`src/rtl/router_pkt_tx_if.sv`:
```
// Request, payload and router-side signals of the packet transmitter.
// The master side drives requests, payload and router status.
// The slave side is the transmitter itself.
interface router_pkt_tx_if;
    logic       req_valid;
    logic [1:0] req_addr;
    logic [5:0] req_len;
    logic       req_ready;
    logic [7:0] pl_data;
    logic       pl_valid;
    logic       pl_ready;
    logic [7:0] data_out;
    logic       pkt_valid;
    logic       busy;
    logic       err;
    logic       done;
    logic       err_flag;
    logic       reject;

    modport master (
        output req_valid, req_addr, req_len, pl_data, pl_valid, busy, err,
        input  req_ready, pl_ready, data_out, pkt_valid, done, err_flag, reject
    );

    modport slave (
        input  req_valid, req_addr, req_len, pl_data, pl_valid, busy, err,
        output req_ready, pl_ready, data_out, pkt_valid, done, err_flag, reject
    );
endinterface

```
`src/rtl/router_pkt_tx.sv`:
```
// Packet transmitter: buffers a payload, then streams the header, the
// payload and an XOR parity byte to a router.
// A byte on data_out is consumed at any rising edge where busy is low.
// After the parity byte, the router error line is watched for three cycles
// and the result is reported together with a done pulse.
module router_pkt_tx #(
    parameter int DEPTH = 64
) (
    input logic            clock,
    input logic            resetn,
    router_pkt_tx_if.slave bus
);

    localparam int AW = (DEPTH > 1) ? $clog2(DEPTH) : 1;

    typedef enum logic [2:0] {
        IDLE, FILL, HEADER, PAYLOAD, PARITY, CHK_WAIT
    } state_t;

    state_t     state_q, state_d;
    logic [1:0] addr_q, addr_d;
    logic [5:0] len_q, len_d;
    logic [5:0] count_q, count_d;
    logic [5:0] index_q, index_d;
    logic [7:0] parity_q, parity_d;
    logic [7:0] data_out_q, data_out_d;
    logic       pkt_valid_q, pkt_valid_d;
    logic       done_q, done_d;
    logic       err_flag_q, err_flag_d;
    logic       reject_q, reject_d;
    logic [1:0] cw_cnt_q, cw_cnt_d;

    logic [7:0]    buffer [DEPTH];
    logic          buf_we;
    logic [5:0]    rd_idx;
    logic [AW-1:0] rd_addr;
    logic [AW-1:0] wr_addr;
    logic [7:0]    rd_data;
    logic          accept;

    // The byte on data_out moves on only when the router is not stalling.
    assign accept  = !bus.busy;
    // Look one byte ahead so data_out can be loaded on the accepting edge.
    assign rd_idx  = (state_q == HEADER) ? 6'd0 : (index_q + 6'd1);
    assign rd_addr = AW'(rd_idx);
    assign wr_addr = AW'(count_q);
    assign rd_data = buffer[rd_addr];

    assign bus.req_ready = (state_q == IDLE);
    assign bus.pl_ready  = (state_q == FILL);
    assign bus.data_out  = data_out_q;
    assign bus.pkt_valid = pkt_valid_q;
    assign bus.done      = done_q;
    assign bus.err_flag  = err_flag_q;
    assign bus.reject    = reject_q;

    // Next-state and next-output logic for the transmit sequence.
    always_comb begin
        state_d     = state_q;
        addr_d      = addr_q;
        len_d       = len_q;
        count_d     = count_q;
        index_d     = index_q;
        parity_d    = parity_q;
        data_out_d  = data_out_q;
        pkt_valid_d = pkt_valid_q;
        err_flag_d  = err_flag_q;
        cw_cnt_d    = cw_cnt_q;
        done_d      = 1'b0;
        reject_d    = 1'b0;
        buf_we      = 1'b0;

        case (state_q)
            IDLE: begin
                if (bus.req_valid) begin
                    err_flag_d = 1'b0;
                    if (bus.req_addr == 2'b11 || bus.req_len == 6'd0) begin
                        reject_d = 1'b1;
                    end else begin
                        addr_d   = bus.req_addr;
                        len_d    = bus.req_len;
                        parity_d = {bus.req_len, bus.req_addr};
                        count_d  = 6'd0;
                        state_d  = FILL;
                    end
                end
            end
            FILL: begin
                if (bus.pl_valid) begin
                    buf_we   = 1'b1;
                    parity_d = parity_q ^ bus.pl_data;
                    count_d  = count_q + 6'd1;
                    if (count_q == len_q - 6'd1) begin
                        state_d     = HEADER;
                        data_out_d  = {len_q, addr_q};
                        pkt_valid_d = 1'b1;
                    end
                end
            end
            HEADER: begin
                if (accept) begin
                    state_d    = PAYLOAD;
                    index_d    = 6'd0;
                    data_out_d = rd_data;
                end
            end
            PAYLOAD: begin
                if (accept) begin
                    if (index_q == len_q - 6'd1) begin
                        state_d     = PARITY;
                        data_out_d  = parity_q;
                        pkt_valid_d = 1'b0;
                    end else begin
                        index_d    = index_q + 6'd1;
                        data_out_d = rd_data;
                    end
                end
            end
            PARITY: begin
                if (accept) begin
                    state_d    = CHK_WAIT;
                    data_out_d = 8'h00;
                    cw_cnt_d   = 2'd0;
                end
            end
            CHK_WAIT: begin
                err_flag_d = err_flag_q | bus.err;
                cw_cnt_d   = cw_cnt_q + 2'd1;
                if (cw_cnt_q == 2'd2) begin
                    state_d = IDLE;
                    done_d  = 1'b1;
                end
            end
            default: begin
                state_d = IDLE;
            end
        endcase
    end

    // Control and output registers; reset abandons any packet in flight.
    always_ff @(posedge clock or negedge resetn) begin
        if (!resetn) begin
            state_q     <= IDLE;
            addr_q      <= 2'd0;
            len_q       <= 6'd0;
            count_q     <= 6'd0;
            index_q     <= 6'd0;
            parity_q    <= 8'h00;
            data_out_q  <= 8'h00;
            pkt_valid_q <= 1'b0;
            done_q      <= 1'b0;
            err_flag_q  <= 1'b0;
            reject_q    <= 1'b0;
            cw_cnt_q    <= 2'd0;
        end else begin
            state_q     <= state_d;
            addr_q      <= addr_d;
            len_q       <= len_d;
            count_q     <= count_d;
            index_q     <= index_d;
            parity_q    <= parity_d;
            data_out_q  <= data_out_d;
            pkt_valid_q <= pkt_valid_d;
            done_q      <= done_d;
            err_flag_q  <= err_flag_d;
            reject_q    <= reject_d;
            cw_cnt_q    <= cw_cnt_d;
        end
    end

    // Payload buffer write; contents are don't-care after reset.
    always_ff @(posedge clock) begin
        if (buf_we) begin
            buffer[wr_addr] <= bus.pl_data;
        end
    end

endmodule

```
`src/flat_wrapper.sv`:
```
// flat-port wrapper written by rule: the top's interface ports become plain ports
module router_pkt_tx_flat 
#(
    parameter int DEPTH = 64
)
  (clock, resetn, bus_req_valid, bus_req_addr, bus_req_len, bus_pl_data, bus_pl_valid, bus_busy, bus_err, bus_req_ready, bus_pl_ready, bus_data_out, bus_pkt_valid, bus_done, bus_err_flag, bus_reject);
  router_pkt_tx_if bus_i ();
  input logic clock;
  input logic resetn;
  input wire logic [$bits(bus_i.req_valid)-1:0] bus_req_valid;
  input wire logic [$bits(bus_i.req_addr)-1:0] bus_req_addr;
  input wire logic [$bits(bus_i.req_len)-1:0] bus_req_len;
  input wire logic [$bits(bus_i.pl_data)-1:0] bus_pl_data;
  input wire logic [$bits(bus_i.pl_valid)-1:0] bus_pl_valid;
  input wire logic [$bits(bus_i.busy)-1:0] bus_busy;
  input wire logic [$bits(bus_i.err)-1:0] bus_err;
  output wire logic [$bits(bus_i.req_ready)-1:0] bus_req_ready;
  output wire logic [$bits(bus_i.pl_ready)-1:0] bus_pl_ready;
  output wire logic [$bits(bus_i.data_out)-1:0] bus_data_out;
  output wire logic [$bits(bus_i.pkt_valid)-1:0] bus_pkt_valid;
  output wire logic [$bits(bus_i.done)-1:0] bus_done;
  output wire logic [$bits(bus_i.err_flag)-1:0] bus_err_flag;
  output wire logic [$bits(bus_i.reject)-1:0] bus_reject;
  assign bus_i.req_valid = bus_req_valid;
  assign bus_i.req_addr = bus_req_addr;
  assign bus_i.req_len = bus_req_len;
  assign bus_i.pl_data = bus_pl_data;
  assign bus_i.pl_valid = bus_pl_valid;
  assign bus_i.busy = bus_busy;
  assign bus_i.err = bus_err;
  assign bus_req_ready = bus_i.req_ready;
  assign bus_pl_ready = bus_i.pl_ready;
  assign bus_data_out = bus_i.data_out;
  assign bus_pkt_valid = bus_i.pkt_valid;
  assign bus_done = bus_i.done;
  assign bus_err_flag = bus_i.err_flag;
  assign bus_reject = bus_i.reject;
  router_pkt_tx #(.DEPTH(DEPTH)) u_core (.clock(clock), .resetn(resetn), .bus(bus_i));
endmodule
```
`config.mk`:
```
export PLATFORM = sky130hd
export DESIGN_NAME = router_pkt_tx_flat
export DESIGN_NICKNAME = d
export VERILOG_FILES = /design/src/rtl/router_pkt_tx_if.sv /design/src/rtl/router_pkt_tx.sv /design/src/flat_wrapper.sv
export SDC_FILE = /design/constraint.sdc
export NUM_CORES = 1
export LEC_CHECK = 0
export BUFFER_PORTS_ARGS = -buffer_cell sky130_fd_sc_hd__buf_4
export CAP_MARGIN = 30
export CORE_AREA = 10 10 227 229
export CTS_CLUSTER_DIAMETER = 120
export DETAILED_ROUTE_END_ITERATION = 8
export DIE_AREA = 0 0 237 239
export PLACE_DENSITY = 0.68
export SKIP_CTS_REPAIR_TIMING = 1
export SYNTH_ARGS = -nofsm -noshare
export SYNTH_HDL_FRONTEND = slang
export SYNTH_SLANG_ARGS = --single-unit
export TNS_END_PERCENT = 1
```
`constraint.sdc`:
```
create_clock -name clock -period 5 [get_ports clock]
set_clock_uncertainty 0.05 [all_clocks]
set_input_delay 1 -clock clock [delete_from_list [all_inputs] [get_ports clock]]
set_output_delay 1 -clock clock [all_outputs]
set_load 0.005 [all_outputs]
```
==> reports/summary.txt, run 1 <==
Most frequent cells in the layout: edfxtp_1, nand2_1, nor2_1
Vias in the first global route: 14400
Element type at the critical path end: register
CTS tree: yes
Placed cell area: 24200 um2
Peak Freq: 0.239 GHz
Htree depth: 2
Synth Area in Adders: 0.00215
Via/cell ratio: 6.56
Register area share after synthesis: 0.708
Setup Crit Path Kind: reg2reg
First-pass GRT wire length: 96300 um
RSZ-0062 raised after global routing: false
Max-Slew Margin vs Limit: 0.301
Async set or reset register ratio after synthesis: 0.0808
CTS Buffer Depth: 3
Hold Fails Final Rpt: 0
Core ar.: 47100 um2
Distinct cells, synth: 77
Avg Cell Area, Syn: 14.6 um2
Die extent in y: 239 um
Hold_ws: 0.337 ns
Leakage: 0.00833 uW
Routability congestion estimate: 0.935
Most common cell after layout, fill and taps aside: edfxtp_1
# fillers: 3731
Site Rows: 80
Synth Instances: 1600
Final Setup Violations: 0
Fin. max-slew vios: 0
CTS Sinks: 557
Critical-path maximum fanout: 57
Arrival time worst endpoint: 4.67 ns
GRT Util Overall: 0.226
Final worst-path cycle share: 0.836
Root buffer cell: clkbuf_16
Area growth syn-to-layout: 11.0%
Util after Layout: 0.548
Total congestion overflow: 0
Mapped cell area: 23300 um2
Syn nets: 1626
EDFF count, synth: 512
Minimum clock period: 4.18 ns
Total length of routed wires: 64700 um
Power per cell area: 556 nW/um2
Hold WC Path Type: in2async
Status: complete, no violations
IO Count: 36
Largest net degree at the start of global routing: 69
CTS Buf Count: 53
Avg WL per Cell: 28.4 um
DIE AREA: 56600 um2
Design area: 25800 um2
Starting Density: 0.494
Antenna violation net count after detailed routing: 0
Clock transition at path regs: 0.07 ns
Antenna fix cells: 0
Port buffer count: 35
Setup TNS: 0 ns
Worst VDD drop: 447 uV
Synth warnings: 0
Worst skew pair latency: 0.62 ns
Combinational family with the most area after synthesis: compound AO/OA/AOI/OAI gates
Nets@finish: 1643
Synth Area in Simple Gates: 0.0818
DRT iter0 DRCs: 2242
Post-synthesis compound-gate area fraction: 0.109
Number of synthesized register bits: 557
Mux contribution to synthesized area: 0.0624
Total of max-cap violations: 0
Startpoint types: register
DP Wirelength: 40000 um
DRC Markers: 0
Worst Tran Pin Value: 1.04 ns
DR vias: 14900
Chip width: 237 um
FF-to-FF path depth: 8
Primary FF master, synth: edfxtp_1
Critical path required time: 5.49 ns
Post-Synth XOR/XNOR Area: 0.0125
Initial antenna violation count: 1
First-pass DRT Iterations: 5
Fraction of layout cells with a size suffix above 1: 0.125
==> cell type report <==
type | instances | area [um2] | area share
Tap cell | 615 | 769 | 0.0298
Sequential cell | 557 | 16500 | 0.639
Timing Repair Buffer | 72 | 566 | 0.0219
Clock inverter | 37 | 307 | 0.0119
Inverter | 9 | 33.8 | 0.00131
Clock buffer | 61 | 1380 | 0.0533
Multi-Input combinational cell | 924 | 6290 | 0.243
==> where the power goes <==
group,internal [uW],switching (uW)
registers,5260,296
clock network,2180,1740
logic,1710,3190
total,9150,5220
==> metal layers <==
metal  track usage  vias to the layer above  part of all wire
li1              -                     6326                 -
met1         0.313                     7433              0.39
met2         0.339                      970              0.44
met3        0.0460                      201              0.11
met4         0.104                        2             0.048
met5             0                        -           0.00020
==> cells in the mapped netlist (6+ instances only) <==
cell type    n  area share
edfxtp_1   512        0.66
nand2_1    155       0.025
nor2_1     115       0.019
a21oi_1     87       0.019
mux2i_1     71       0.031
o21ai_0     64       0.014
clkbuf_1    49      0.0079
dfrtp_1     45       0.048
nand3_1     39      0.0084
a221oi_1    38       0.014
buf_2       32      0.0069
mux4_2      26       0.025
nor3_1      25      0.0054
a211oi_1    23      0.0074
o221ai_1    20      0.0075
nand2b_1    18      0.0048
a31oi_1     16      0.0043
o211ai_1    16      0.0052
buf_1       15      0.0024
o22ai_1     15      0.0040
mux2_2      14      0.0068
o31ai_1     13      0.0042
a221o_1     11      0.0047
buf_4       11      0.0035
or3_1       11      0.0030
xnor2_1     11      0.0041
xor2_1      10      0.0038
nor4_1       9      0.0024
inv_1        8      0.0013
o2111ai_1    8      0.0030
and3_1       6      0.0016
nand4_1      6      0.0016
or4_1        6      0.0019
==> worst max-delay path: stages (launching register included) <==
cell	delay, ns
dfrtp_1	0.59
or3b_1	0.83
nand2_4	0.69
a221oi_1	0.17
a311oi_1	0.60
nand4b_1	0.20
o2111ai_1	0.14
or4_1	0.58
a31oi_1	0.18
==> final timing paths <==
check / from / endpoint / slack, ns
setup / recovery: u_core.state_q[0] / u_core.bus.data_out[1] / 0.82
hold / removal: resetn / u_core.bus.err_flag / 0.34
setup reg to reg: u_core.state_q[0] / u_core.bus.data_out[1] / 0.82
hold reg to reg: u_core.index_q[5] / u_core.index_q[5] / 0.45
max in group asynchronous: resetn / u_core.index_q[0] / 4.13
min in group clock: u_core.index_q[5] / u_core.index_q[5] / 0.45
==> cell families after synthesis <==
kind of cell / Yosys count
muxes: 111
and+or+nand+nor: 415
adders and majority gates: 4
AOI/OAI and AO/OA: 368
DFF: 557
buffers and inverters: 119
xor gates and xnor gates: 26
==> state kept, by name, indices dropped and copies added, names as in the netlist, 2 cells and up <==
name and cells:
u_core.state_q 3, u_core.parity_q 8, u_core.bus.data_out 8, u_core.buffer 512
u_core.len_q 6, u_core.cw_cnt_q 2, u_core.addr_q 2, u_core.count_q 6
u_core.index_q 6
==> stage by stage <==
step	total power [uW]	setup WS [ns]	cells
detailed placement	10400	0.979	2177
CTS	14300	0.954	2275
floorplan	8730	2.06	1600
finish	14400	0.820	2275
global route	14900	0.631	2275
global placement	10400	0.880	2176
No activity file was read; power rests on OpenSTA's default activity.
==> inputs of run 2 (changes only) <==
ABC_AREA = 1   (was not set)
CORE_AREA = 10 10 228 230   (was 10 10 227 229)
DIE_AREA = 0 0 238 240   (was 0 0 237 239)
PLACE_DENSITY = 0.71   (was 0.68)
clock period = 3.6 ns   (was 5 ns; I/O delays follow)
==> run 2 against run 1 <==
  * Non-clock buffer count grew 42
  * Final cell count rose by 24%
  * Via count increased by 12%
  * Clock power up 50%
  * Clock-buffer cell count is 10 higher
  * Power is 43% higher
  * Critical endpoint is now u_core.buffer[18][2]
==> reports/summary.txt, run 2 <==
Primary FF master, synth: edfxtp_1
Antenna violation net count after detailed routing: 0 (unchanged)
DP Wirelength: 39000 um (-2.5%)
Area contributors post-synth: edfxtp_1, nand3_1, nand2_1, dfrtp_1, nor2_1
DIE AREA: 57100 um2 (+0.84%)
Root buffer cell: clkbuf_16
Max reg flops: 512 (unchanged)
Hold Fails Final Rpt: 0 (unchanged)
Nets@finish: 2196 (+34%)
Power per cell area: 775 nW/um2 (+39%)
Area growth syn-to-layout: 12.9%
CTS Sinks: 557 (unchanged)
Initial antenna violation count: 1 (unchanged)
Clock power share: 0.285 (+0.012)
Site Rows: 80 (unchanged)
Starting Density: 0.497 (+0.00285)
Leakage: 0.00973 uW (+17%)
Inst Count DP: 2727 (+25%)
Avg WL per Cell: 22.8 um (-20%)
Worst VDD drop: 500 uV (+12%)
Peak Freq: 0.314 GHz (+31%)
Most common cell after layout, fill and taps aside: nand2_1
NetSw: 7750 uW (+48%)
IO Count: 36 (unchanged)
Total length of routed wires: 64500 um (-0.27%)
Synth warnings: 0 (unchanged)
Largest area contributor in the netlist: edfxtp_1
Sequential power share: 0.368 (-0.018)
Synth Instances: 2111 (+32%)
Total of max-cap violations: 0 (unchanged)
Status: complete, no violations
DR vias: 16800 (+12%)
Distinct cells, synth: 38 (-51%)
Hold WC Path Type: in2async
CTS tree: yes
Total congestion overflow: 0 (unchanged)
Most frequent cell after synthesis: nand2_1
Critical path required time: 3.79 ns (-1.70 ns)
Fraction of layout cells with a size suffix above 1: 0.100 (-0.0244)
EDFF count, synth: 512 (unchanged)
Chip width: 238 um (+0.42%)
Max incr delay on CP: 0.67 ns (-0.16 ns)
Mapped cell area: 23500 um2 (+1.0%)
Non-filler cells, final: 2828 (+24%)
Minimum clock period: 3.18 ns (-0.995 ns)
CTS Buf Count: 56 (+5.7%)
Startpoint types: register
DRC Markers: 0 (unchanged)
Via/cell ratio: 5.93 (-9.6%)
Util after Layout: 0.561 (+0.0129)
DRT iter0 DRCs: 2081 (-7.2%)
Most frequent cells in the layout: nand2_1, edfxtp_1, nand3_1
Arrival time worst endpoint: 3.37 ns (-1.30 ns)
Avg Cell Area, Syn: 11.1 um2 (-23%)
Element type at the critical path end: register
Flop2flop setup slack: 0.42 ns (-0.40 ns)
Top cell type's share of synthesized area: 0.654 (-0.00656)
Core ar.: 47300 um2 (+0.42%)
Routability congestion estimate: 0.951 (+1.7%)
Vias in the first global route: 16200 (+12%)
Port buffer count: 35 (unchanged)
Combinational share of power: 0.347 (+0.006)
Largest net degree at the start of global routing: 128 (+86%)
Worst-path cell chain: nor3_4 > inv_4 > nor3_1 > nand3_1 > buf_4 > nor2_1
Setup Crit Path Kind: reg2reg
Int Pwr: 12800 uW (+40%)
Fin. max-slew vios: 0 (unchanged)
Syn nets: 2137 (+31%)
First-pass DRT Iterations: 6 (+1)
Biggest register: u_core.buffer
Die extent in y: 240 um (+0.42%)
Setup TNS: 0 ns (unchanged)
Register area share after synthesis: 0.701 (-0.00705)
Number of synthesized register bits: 557 (unchanged)
Antenna fix cells: 0 (unchanged)
Clock transition at path regs: 0.06 ns (about the same)
Worst skew pair latency: 0.61 ns (about the same)
CTS Buffer Depth: 3 (unchanged)
Sw Ratio: 0.376 (+0.0126)
Async set or reset register ratio after synthesis: 0.0808 (unchanged)
Top post-synthesis cells by count: nand2_1, edfxtp_1, nand3_1
Max-Slew Margin vs Limit: 0.379 (+0.0779)
Final worst-path cycle share: 0.885 (+0.0486)
Final Setup Violations: 0 (unchanged)
First-pass GRT wire length: 98500 um (+2.3%)
GRT Util Overall: 0.226 (-0.000781)
RSZ-0062 raised after global routing: false
Worst Tran Pin Value: 0.932 ns (-0.113 ns)
CP max-delay cell: nor2_1
Critical-path maximum fanout: 18 (-68%)
Htree depth: 2 (unchanged)
-- run 2: changes by cell type in the layout (fill, tap and decap cells not counted), sizes merged, moves of 26 or more --
cell / delta
nand3: +440
nand2: +438
mux2i: -71
inv: +55
buf: +42
a221oi: -37
mux4: -26
o21ai: -26
-- run 2: worst max-delay path, delay by kind of cell, from the launching register on --
kind,cells,cell delay [ns]
buf+inv,2,0.45
simple gates,4,1.81
flops,1,0.48
-- run 2: metrics by stage --
step           cell area (um2)  hold slack [ns]  total power (uW)  worst slack [ns]
2_1_floorplan            23500            0.374             12400              1.18
3_3_place_gp             24700            0.438             14600             0.500
3_5_place_dp             24700            0.450             14700             0.461
4_1_cts                  26600           0.0801             20500             0.440
5_1_grt                  26600            0.123             21700             0.193
6_report                 26600           0.0777             20600             0.415
-- run 2: kinds of logic (layout without fill, tap and decap cells) --
group,count (synthesis),after routing,synth area share
AO/OA/AOI/OAI,132,132,0.0299
XOR/XNOR,17,17,0.00633
adder cells (fa/ha/maj),4,4,0.00213
buffers and inverters,179,281,0.0350
flip-flops,557,557,0.701
AND/OR/NAND/NOR,1222,1222,0.225
-- run 2: final timing paths --
| check | startpoint | endpoint | cells past startpoint |
|---|---|---|---|
| setup / recovery | u_core.state_q[1] | u_core.buffer[18][2] | 6 |
| hold / removal | resetn | u_core.parity_q[0] | 1 |
| setup reg to reg | u_core.state_q[1] | u_core.buffer[18][2] | 6 |
| hold reg to reg | u_core.bus.err_flag | u_core.bus.err_flag | 2 |
| max in group asynchronous | resetn | u_core.count_q[2] | 1 |
| min in group clock | bus_req_len[1] | u_core.len_q[1] | 3 |
-- run 2: layout make-up --
type / instances / area [um2]
clock inverter: 30 / 333
clock buffer: 71 / 1520
multi-input combinational: 1375 / 6210
fill: 3829 / 20800
sequential: 557 / 16500
tap: 615 / 769
timing repair buffer: 114 / 968
inverter: 66 / 256
-- run 2: power groups by stage --
| stage | logic [uW] | clock network [uW] | registers, uW |
|---|---|---|---|
| floorplan | 4810 | 0 | 7600 |
| global placement | 6880 | 0 | 7690 |
| detailed placement | 6990 | 0 | 7700 |
| CTS | 7040 | 5940 | 7570 |
| global route | 7880 | 6180 | 7590 |
| finish | 7140 | 5880 | 7580 |
-- run 2: per-layer routing --
metal	vias to the layer above	GRT usage	share of wire
met4	2	0.101	0.040
met2	968	0.351	0.46
met3	171	0.0550	0.11
met1	8116	0.297	0.39
met5	-	0	0.00025
li1	7527	-	-
==> inputs of run 3 (changes only) <==
GPL_TIMING_DRIVEN = 0   (was not set)
==> run 3 against run 2 <==
  * The run now ends with setup timing left
  * Sequential share of layout area grew 0.32 points
  * Non-clock buffer count grew 47
  * Core utilization shrank 0.29 points
  * Wire length grew 26%
  * Largest power group is now combinational cells
  * Worst setup slack lost 0.79 ns
  * Clock-buffer cell count grew 4
  * Critical path depth grew 1
  * First-iteration DRC count grew 45%
  * Via count grew 7.3%
  * Sequential power shrank 0.7%
  * Combinational power grew 26%
==> reports/summary.txt, run 3 (synthesis gave the netlist of run 2 again) <==
Status: complete, but fails checks
Failing checks: setup timing
DRT iter0 DRCs: 3009 (+45%)
Max reg flops: 512 (unchanged)
Chip width: 238 um (unchanged)
DR vias: 18000 (+7.3%)
Final worst setup slack: -0.379 ns (-0.794 ns)
Final worst-path cycle share: 1.11 (+0.221)
Largest net degree at the start of global routing: 67 (-48%)
First-pass DRT Iterations: 6 (unchanged)
Area growth syn-to-layout: 12.3%
Clock transition at path regs: 0.06 ns (about the same)
Fin. max-slew vios: 0 (unchanged)
Site Rows: 80 (unchanged)
Crit path capture: u_core.buffer[51][4]
Final Setup Violations: 175 (+175)
Hold_ws: 0.0463 ns (-0.0314 ns)
First-pass GRT wire length: 115000 um (+16%)
Grt peak-use layer: met2
DP Wirelength: 52500 um (+34%)
CTS Sinks: 557 (unchanged)
Power per cell area: 833 nW/um2 (+7.4%)
Hold Fails Final Rpt: 0 (unchanged)
Port buffer count: 35 (unchanged)
Total length of routed wires: 81400 um (+26%)
Via/cell ratio: 6.26 (+5.6%)
Element type at the critical path end: register
Setup Crit Path Kind: reg2reg
Combinational share of power: 0.409 (+0.062)
Worst Tran Pin Value: 1.09 ns (+0.159 ns)
CP Launch Point: u_core.state_q[1]
Clock power share: 0.249 (-0.036)
GRT Util Overall: 0.282 (+0.0563)
DRC Markers: 0 (unchanged)
Most common cell after layout, fill and taps aside: nand2_1
Met3 Use GR: 0.0938 (+0.0388)
NetSw: 9460 uW (+22%)
Worst skew pair latency: 0.65 ns (+0.04 ns)
Minimum clock period: 3.98 ns (+0.794 ns)
Nets@finish: 2242 (+2.1%)
Int Pwr: 12500 uW (-2.3%)
R2r endpoint: u_core.buffer[51][4]
Core ar.: 47300 um2 (unchanged)
Inst Count DP: 2771 (+1.6%)
Worst VDD drop: 574 uV (+15%)
IO Count: 36 (unchanged)
Htree depth: 2 (unchanged)
Vias in the first global route: 16500 (+1.9%)
Initial antenna violation count: 1 (unchanged)
Die extent in y: 240 um (unchanged)
DIE AREA: 57100 um2 (unchanged)
Starting Density: 0.497 (unchanged)
Fraction of layout cells with a size suffix above 1: 0.106 (+0.00593)
Biggest register: u_core.buffer
Critical path required time: 3.89 ns (+0.10 ns)
Util after Layout: 0.558 (-0.00291)
Antenna violation net count after detailed routing: 0 (unchanged)
Leakage: 0.00963 uW (-1.0%)
Peak Freq: 0.251 GHz (-20%)
# fillers: 3880 (+1.3%)
Routability congestion estimate: 1.05 (+10%)
Total congestion overflow: 0 (unchanged)
Critical-path maximum fanout: 10 (-8)
GRT met2 Usage: 0.418 (+0.0678)
Critical R2R Launch: u_core.state_q[1]
Flop2flop setup slack: -0.38 ns (-0.79 ns)
CTS Buffer Depth: 3 (unchanged)
Root buffer cell: clkbuf_16
CTS Buf Count: 55 (-1.8%)
Sw Ratio: 0.430 (+0.0538)
Met1 usage: 0.365 (+0.0678)
CTS tree: yes
Most frequent cells in the layout: nand2_1, edfxtp_1, nand3_1
Max-Slew Margin vs Limit: 0.270 (-0.109)
FF-to-FF path depth: 7 (+1)
Antenna fix cells: 0 (unchanged)
Hold WC Path Type: in2async
Non-filler cells, final: 2874 (+1.6%)
Total of max-cap violations: 0 (unchanged)
RSZ-0062 raised after global routing: true
Avg WL per Cell: 28.3 um (+24%)
Startpoint types: register
Sequential power share: 0.342 (-0.026)
Arrival time worst endpoint: 4.26 ns (+0.89 ns)
Pre-CTS setup slack: -0.0337 ns (-0.495 ns)
## run 3: worst min path at each step
stage / endpoint / startpoint / slack, ns / depth (start not counted)
4_1_cts: u_core.parity_q[7] / resetn / 0.07 / 1
3_5_place_dp: u_core.bus.data_out[5] / u_core.bus.data_out[5] / 0.42 / 2
3_3_place_gp: u_core.bus.data_out[3] / u_core.bus.data_out[3] / 0.42 / 2
6_report: u_core.state_q[0] / resetn / 0.05 / 1
2_1_floorplan: u_core.addr_q[0] / resetn / 0.37 / 0
5_1_grt: u_core.state_q[0] / resetn / 0.1 / 1
## run 3: layout make-up
class	count	area, um2	area share
Clock inverter	25	195	0.00739
Multi-Input combinational cell	1375	6270	0.237
Inverter	66	253	0.00956
Timing Repair Buffer	48	390	0.0148
Sequential cell	557	16500	0.624
Clock buffer	75	1470	0.0557
Tap cell	615	769	0.0291
Buffer	113	573	0.0217
## run 3: power by group through the flow
stage,logic [uW],registers (uW),clock network [uW]
floorplan,4810,7600,0
global placement,8300,7650,0
detailed placement,8410,7660,0
CTS,8440,7530,5440
global route,9360,7560,5710
finish,8990,7530,5480
## run 3: through the flow
stage               TNS (ns)  total power (uW)  area, um2
CTS                   -0.401             21400      26300
detailed placement    -0.267             16100      24700
global route          -19.91             22600      26400
global placement       -4.53             15900      24600
floorplan                  0             12400      23500
finish                -16.95             22000      26400
## run 3: worst max-delay path, stage by stage, from the launching register on
cell and delay (ns):
dfrtp_1 0.36, buf_4 0.16, nor3_4 0.50, inv_4 0.16
nor2_4 0.29, nand4_1 0.82, nor2_1 1.03, buf_4 0.31
## run 3: routing by layer
metal	share of wire	wire [um]
met1	0.35	28800
met2	0.43	35100
met3	0.16	12900
met4	0.057	4620
met5	0.00050	41
